===== config.mk =====
export PLATFORM = sky130hd
export DESIGN_NAME = booth_pp_accumulator
export DESIGN_NICKNAME = d
export VERILOG_FILES = /design/src/rtl/booth_pp_accumulator.sv
export SDC_FILE = /design/constraint.sdc
export NUM_CORES = 1
export LEC_CHECK = 0
export BUFFER_PORTS_ARGS = -buffer_cell sky130_fd_sc_hd__buf_2
export CAP_MARGIN = 20
export CELL_PAD_IN_SITES_DETAIL_PLACEMENT = 1
export CELL_PAD_IN_SITES_GLOBAL_PLACEMENT = 2
export CORE_MARGIN = 5
export CORE_UTILIZATION = 31
export DETAILED_ROUTE_END_ITERATION = 12
export PLACE_DENSITY_LB_ADDON = 0.12
export SYNTH_ARGS = -nofsm -noshare
export SYNTH_HDL_FRONTEND = slang
export SYNTH_SLANG_ARGS = --single-unit

===== constraint.sdc =====
create_clock -name clk -period 2.89 [get_ports clk]
set_input_delay 0 -clock clk [delete_from_list [all_inputs] [get_ports clk]]
set_output_delay 0 -clock clk [all_outputs]
set_load 0.02 [all_outputs]

===== src/rtl/booth_pp_accumulator.sv =====
// booth_pp_accumulator
// Sequential accumulator for the four radix-4 Booth partial products of an
// 8-bit signed multiply. Each 9-bit partial product arrives LSB digit first
// over a valid/ready handshake. It is sign-extended, shifted by 2*digit and
// added into a 16-bit accumulator. The finished product is then held on an
// output valid/ready handshake until it is taken.
//
// Optional feature: define BOOTH_ACC_CNT_EN to add the prod_count port, a
// wrapping count of completed output handshakes.
module booth_pp_accumulator (
   input  logic               clk,
   input  logic               rst,
   input  logic               pp_valid,
   output logic               pp_ready,
   input  logic signed [8:0]  pp_data,
   output logic [1:0]         pp_idx,
   input  logic               pp_clear,
   output logic               prod_valid,
   input  logic               prod_ready,
   output logic signed [15:0] prod_data
`ifdef BOOTH_ACC_CNT_EN
   ,
   output logic [15:0]        prod_count
`endif
);

   typedef enum logic {
      ACCUM = 1'b0,
      DONE  = 1'b1
   } state_t;

   state_t             state;
   state_t             state_nxt;
   logic [1:0]         count;
   logic [1:0]         count_nxt;
   logic signed [15:0] acc;
   logic signed [15:0] acc_nxt;
   logic signed [15:0] prod_reg;
   logic signed [15:0] prod_nxt;
   logic signed [15:0] sum;
   logic               pp_fire;
   logic               prod_fire;

   // Sign-extend a partial product to 16 bits and weight it by its digit
   // position (shift left by 2*idx). Bits above bit 15 wrap away, matching the
   // modulo-2^16 accumulation.
   function automatic logic signed [15:0] pp_term(input logic signed [8:0] pp,
                                                  input logic [1:0]        idx);
      logic signed [15:0] ext;
      logic [2:0]         shamt;
      ext   = {{7{pp[8]}}, pp};
      shamt = {idx, 1'b0};
      return ext <<< shamt;
   endfunction

   // Outputs come straight from registers, so there is no combinational path
   // from pp_valid or prod_ready to any output.
   assign pp_ready   = (state == ACCUM);
   assign prod_valid = (state == DONE);
   assign pp_idx     = count;
   assign prod_data  = prod_reg;

   // pp_clear wins over both handshakes, so neither counts as a transfer.
   assign pp_fire   = (state == ACCUM) && pp_valid   && !pp_clear;
   assign prod_fire = (state == DONE)  && prod_ready && !pp_clear;

   assign sum = acc + pp_term(pp_data, count);

   // Next-state logic: accumulate in ACCUM, hold the product in DONE, abort on pp_clear.
   always_comb begin
      state_nxt = state;
      count_nxt = count;
      acc_nxt   = acc;
      prod_nxt  = prod_reg;
      if (pp_clear) begin
         state_nxt = ACCUM;
         count_nxt = 2'd0;
         acc_nxt   = '0;
      end else begin
         case (state)
            ACCUM: begin
               if (pp_fire) begin
                  if (count == 2'd3) begin
                     prod_nxt  = sum;
                     acc_nxt   = '0;
                     count_nxt = 2'd0;
                     state_nxt = DONE;
                  end else begin
                     acc_nxt   = sum;
                     count_nxt = count + 2'd1;
                  end
               end
            end
            DONE: begin
               if (prod_fire) begin
                  state_nxt = ACCUM;
                  acc_nxt   = '0;
               end
            end
            default: begin
               state_nxt = ACCUM;
               count_nxt = 2'd0;
               acc_nxt   = '0;
            end
         endcase
      end
   end

   // State, accumulator and product registers; rst overrides everything.
   always_ff @(posedge clk) begin
      if (rst) begin
         state    <= ACCUM;
         count    <= 2'd0;
         acc      <= '0;
         prod_reg <= '0;
      end else begin
         state    <= state_nxt;
         count    <= count_nxt;
         acc      <= acc_nxt;
         prod_reg <= prod_nxt;
      end
   end

`ifdef BOOTH_ACC_CNT_EN
   logic [15:0] cnt;

   // Completed-product counter; only rst clears it, and it wraps naturally at 16 bits.
   always_ff @(posedge clk) begin
      if (rst) begin
         cnt <= '0;
      end else if (prod_fire) begin
         cnt <= cnt + 16'd1;
      end
   end

   assign prod_count = cnt;
`endif

endmodule


# --- Word-level counts from Yosys, hierarchy flattened ---
# Index checks and enable logic that the tools add are counted.
word_totals:
  reg_bits: 35
  latchBits: 0
  ramBits: 0
  romBits: 0
  input_bits: 14
  elab_cells: 30
  memories: 0
op_classes:
  n_addsub: 2
  n_mul: 0
  n_div: 0
  n_lt_le_gt_ge: 0
  eq_ne: 3
  n_shift: 1
  mux: 9
  n_bitwise: 2
  n_reduce_logical: 9
ops:
  columns: ["cell", "count"]
  rows:
  - ["two-way mux 16 bit", 3]
  - ["one-hot mux 16 bit (2 select lines)", 1]
  - ["adder 16 bit", 1]
  - ["<<< shifter 9 x 3 -> 16 bit", 1]
  - ["logical AND 1 bit", 4]
  - ["inequality test 2 x 1 -> 1 bit (second input constant)", 2]
  - ["AND reduction 2 bit", 2]
  - ["AND reduction 4 bit", 1]
  - ["two-way mux 1 bit", 3]
  - ["adder 2 x 1 -> 2 bit (second input constant)", 1]
  - ["equality test 2 bit (second input constant)", 1]
  - ["two-way mux 2 bit", 1]
  - ["NOT 1 bit", 2]
  - ["one-hot mux 1 bit (2 select lines)", 1]
  - ["OR reduction 2 bit", 1]
  - ["logical NOT 1 bit", 1]

# --- Depth between registers and ports, before layout ---
logic_depth:
  depth_word: 5
  ltp_mapped: 12

# --- Least setup slack after synthesis ---
# OpenSTA, ideal clock, no wires.
synth_timing:
  path_type: "register to register"
  startpoint: "register count[0] (netlist: pp_idx[0])"
  endpoint: "register acc[14]"
  setup_time_ns: 0.117
  t_arrival_ns: 2.895
  t_required_ns: 2.773
  slack_ns: -0.122
  stages_incl_launch_ff: 11
  n_path_buf: 2
  period_less_slack_ns: 3.012
  cell_sequence: "dfxtp_1 > buf_1 > mux4_2 > ha_1 > buf_6 > a21o_2 > a31o_1 > a221oi_2 > nand3_1 > and2_1 > a22o_1"
synth_via:
  elab_chain_cells: 5
  elab_cells_between_ends: 6
  classes_between: "add/sub: 1; eq/ne: 1; shift: 1; mux: 3"
synth_rtl:
  columns: ["element", "line_no", "rtl"]
  rows:
  - ["start: declaration", "34", "logic [1:0] count;"]
  - ["start signal: assignment", "118", "count <= count_nxt;"]
  - ["<<< shifter 9 x 3 -> 16 bit", "53", "return ext <<< shamt;"]
  - ["adder 16 bit", "67", "assign sum = acc + pp_term(pp_data, count);"]
  - ["two-way mux 16 bit *", "83", "if (count == 2'd3) begin"]
  - ["two-way mux 16 bit *", "82", "if (pp_fire) begin"]
  - ["one-hot mux 16 bit (2 select lines) *", "80", "case (state)"]
  - ["end signal: assignment", "119", "acc <= acc_nxt;"]
  - ["end: declaration", "36", "logic signed [15:0] acc;"]
# Every way passes the cells marked *; elsewhere a longest branch is shown, timed or not. The select of a mux whose other input is x is not followed.
# A chain may end at the register's enable or synchronous reset.

# --- Final worst setup path ---
layout_timing:
  startpoint: "register count[0] (netlist: pp_idx[0])"
  endpoint: "register acc[15]"
# The elaborated chain is that of the path after synthesis.

==> results.cfg <==
[timing]
period_minus_slack_ps = 2660
fmax_mhz = 376
rsz0062_at_grt = false
finalHoldViolCount = 0
slew_headroom_pct = 51.3
tightest_slew_ps = 728
period_share_pct = 92.1
fin_setup_tns_ps = 0
holdWs_ps = 97.5
finClkSkew_ps = 12.1
slew_violations = 0
setup_viol = 0

[detailed_routing]
num_vias = 2077
first_iter_violations = 49
routedWlPerCell_um = 16.7
routed_wl_um = 6760
final_antenna_net_count = 0
firstDrtPassIters = 4
post-route-drc-count = 0
viasPerCell = 5.14

[cts]
insertion_delay_ps = 300
clk_pin_slew_ps = 80
h-tree-depth = 2
cts_tree = done
cts_buffer_depth = 2
numCtsBuffers = 5
postCtsSetupRepairBufs = 0
cts_sinks = 35
cts-root-buf = clkbuf_8

[pwr]
total_power_mw = 1.15
power_leakage_nw = 1.15
p_clk_share_pct = 35.7
seqPwrFrac_pct = 43.2
sw_frac_of_total_pct = 29.6
p_int_uw = 813
vdd_drop_max_v = 0.000166
pwr-share-comb_pct = 21.1
powerDensity_nw_per_um2 = 427
switching_power_uw = 342

[placement]
gp_congestion = 0.778
io_buffers = 33
hpwl_um = 5260

[floorplan]
initial_utilization_pct = 31.5
io_pins = 34
rows = 31
dieArea_sq_um = 9100
fp.dieH_um = 95.4
core_area_sq_um = 7180
die_w_um = 95.4

[critical_path]
critPathLaunchType = flop
cp.required_ps = 3130
ff2ff_path_depth = 9
arrival_ps = 2900
critical_path.max_fanout = 6
critPathSlowestCell = mux4_2
critical_path_class = flop to flop
crit_path_frequent_cell = buf_4
r2r_start = pp_idx[0]
path_cells = buf_4 -> mux4_2 -> ha_1 -> buf_4 -> a31o_1 -> a311oi_2 -> o31ai_1 -> xnor2_1 -> a22o_1
cp-end-kind = flop
critPathBufInv = 2
r2r_end = acc[15]
reg2reg_slack_ps = 230
max_stage_delay_ps = 510
critical_path_depth = 9
worstSetupStartpoint = pp_idx[0]
cpLargestDelayFamily = compound AO/OA/AOI/OAI gates
endpoint = acc[15]

[min_path]
hp-class = input port to flop
worstHoldStart = pp_clear

[grt]
grt_overflow = 0
antenna_found_initial = 0
busiest_layer = met2
grt.met1_usage_pct = 23.3
grt_pass1_wl_um = 11100
met3_usage_pct = 2.92
grtUsageTotal_pct = 15.9
grt_pass1_vias = 2158
grt_max_degree = 24
use_met2_pct = 24.0

[synth]
yosysTopAreaCell = dfxtp_1
synth_common_cells = nand2_1 (36), dfxtp_1 (35), a21oi_1 (28)
synth_most_common_cell = nand2_1
synth_top_area_share_pct = 31.0
synthArstFlopShare_pct = 0
ys_warn_count = 0
ys.flop_type = dfxtp_1
synth_edf_count = 0
synth_seq_cells = 35
synth_area_sq_um = 2260
synth_cell_types = 54
synth_area_per_cell_sq_um = 8.62
ys_seq_area_share_pct = 31.0
synthTopCellsByArea = dfxtp_1 (31%), ha_1 (8.9%), a21oi_1 (6.2%)
synthCells = 262
mappedNetlistNets = 293

[final_layout]
syn_to_final_growth_pct = 19.7
diodes = 0
nets = 335
drive_above_1_share_pct = 23.6
fill_cells = 864
fin_util_pct = 37.7
seqCellArea_sq_um = 701
multi_input_area_sq_um = 1480

[flow_run]
max-cap-violations = 0

[outcome]
status = completed
[cell type report]
class	instances	share of cell area, %
Multi-Input combinational cell	210	54.7
Inverter	3	0.416
Sequential cell	35	25.9
Tap cell	99	4.58
Clock buffer	8	3.70
Timing Repair Buffer	49	10.6
[layout by cell type (no fill, tap or decap), types with 4 or more instances in the layout]
master	synthesis	layout
xnor2_1	11	11
nand3_1	6	6
mux2i_1	6	6
clkbuf_8	0	7
nor2b_1	5	5
buf_4	0	15
ha_1	16	16
a22oi_1	8	8
dfxtp_1	35	35
a21o_1	7	7
nand2_1	36	36
buf_2	3	33
nand3b_1	4	4
nor2_1	17	17
a22o_1	8	8
nor3_1	4	4
a21oi_1	28	27
[worst min path at each step]
stage | to | slack, ps | depth (start not counted)
floorplan | prod_valid | 180 | 2
global placement | prod_valid | 290 | 3
detailed placement | prod_valid | 290 | 3
CTS | prod_data[2] | 90 | 4
global route | prod_data[3] | 120 | 4
finish | prod_data[2] | 100 | 4
[worst reg2reg max path: stages, from the launching register on]
cell	delay (ps)
dfxtp_1	390
buf_4	170
mux4_2	510
ha_1	310
buf_4	160
a31o_1	210
a311oi_2	280
o31ai_1	130
xnor2_1	270
a22o_1	170
[kinds of logic after synthesis]
logic type	Yosys count	synth area share, %
XOR/XNOR	14	5.43
flip-flops	35	31.0
adder cells (fa/ha/maj)	17	9.75
AND/OR/NAND/NOR	91	20.4
buffers and inverters	17	3.65
multiplexers	8	4.65
AO/OA/AOI/OAI	80	25.1
[repair_timing]
action / 4_1_cts / 5_1_grt
hold endpoints to repair: 1 / 0
gates resized for setup: 0 / 1
hold buffers: 1 / 0
endpoints found under the setup margin: 0 / 2
[layer usage]
layer  wire length [um]  vias to the layer above
met5                  0                        -
li1                   -                     1043
met3                247                        6
met4                 65                        0
met1               3640                      984
met2               2800                       44
[power groups by stage]
stage	Sequential [mW]	Combinational (mW)	Clock (mW)
detailed placement	0.510	0.243	0
global placement	0.510	0.242	0
finish	0.499	0.244	0.413
global route	0.500	0.272	0.445
floorplan	0.509	0.168	0
CTS	0.499	0.246	0.426
[registers in the layout, indices dropped and copies added (netlist names)]
name and flops:
pp_idx 2, acc 16, prod_data 16, prod_valid 1
[through the flow]
step	worst slack, ps	std cells	cell area [sq um]
final	229	404	2700
after global placement	255	395	2590
after global routing	8.03	404	2700
after CTS	244	404	2700
after floorplan	28.3	262	2260
after detailed placement	260	395	2590
Note: power is estimated with default switching activity, not from simulation.
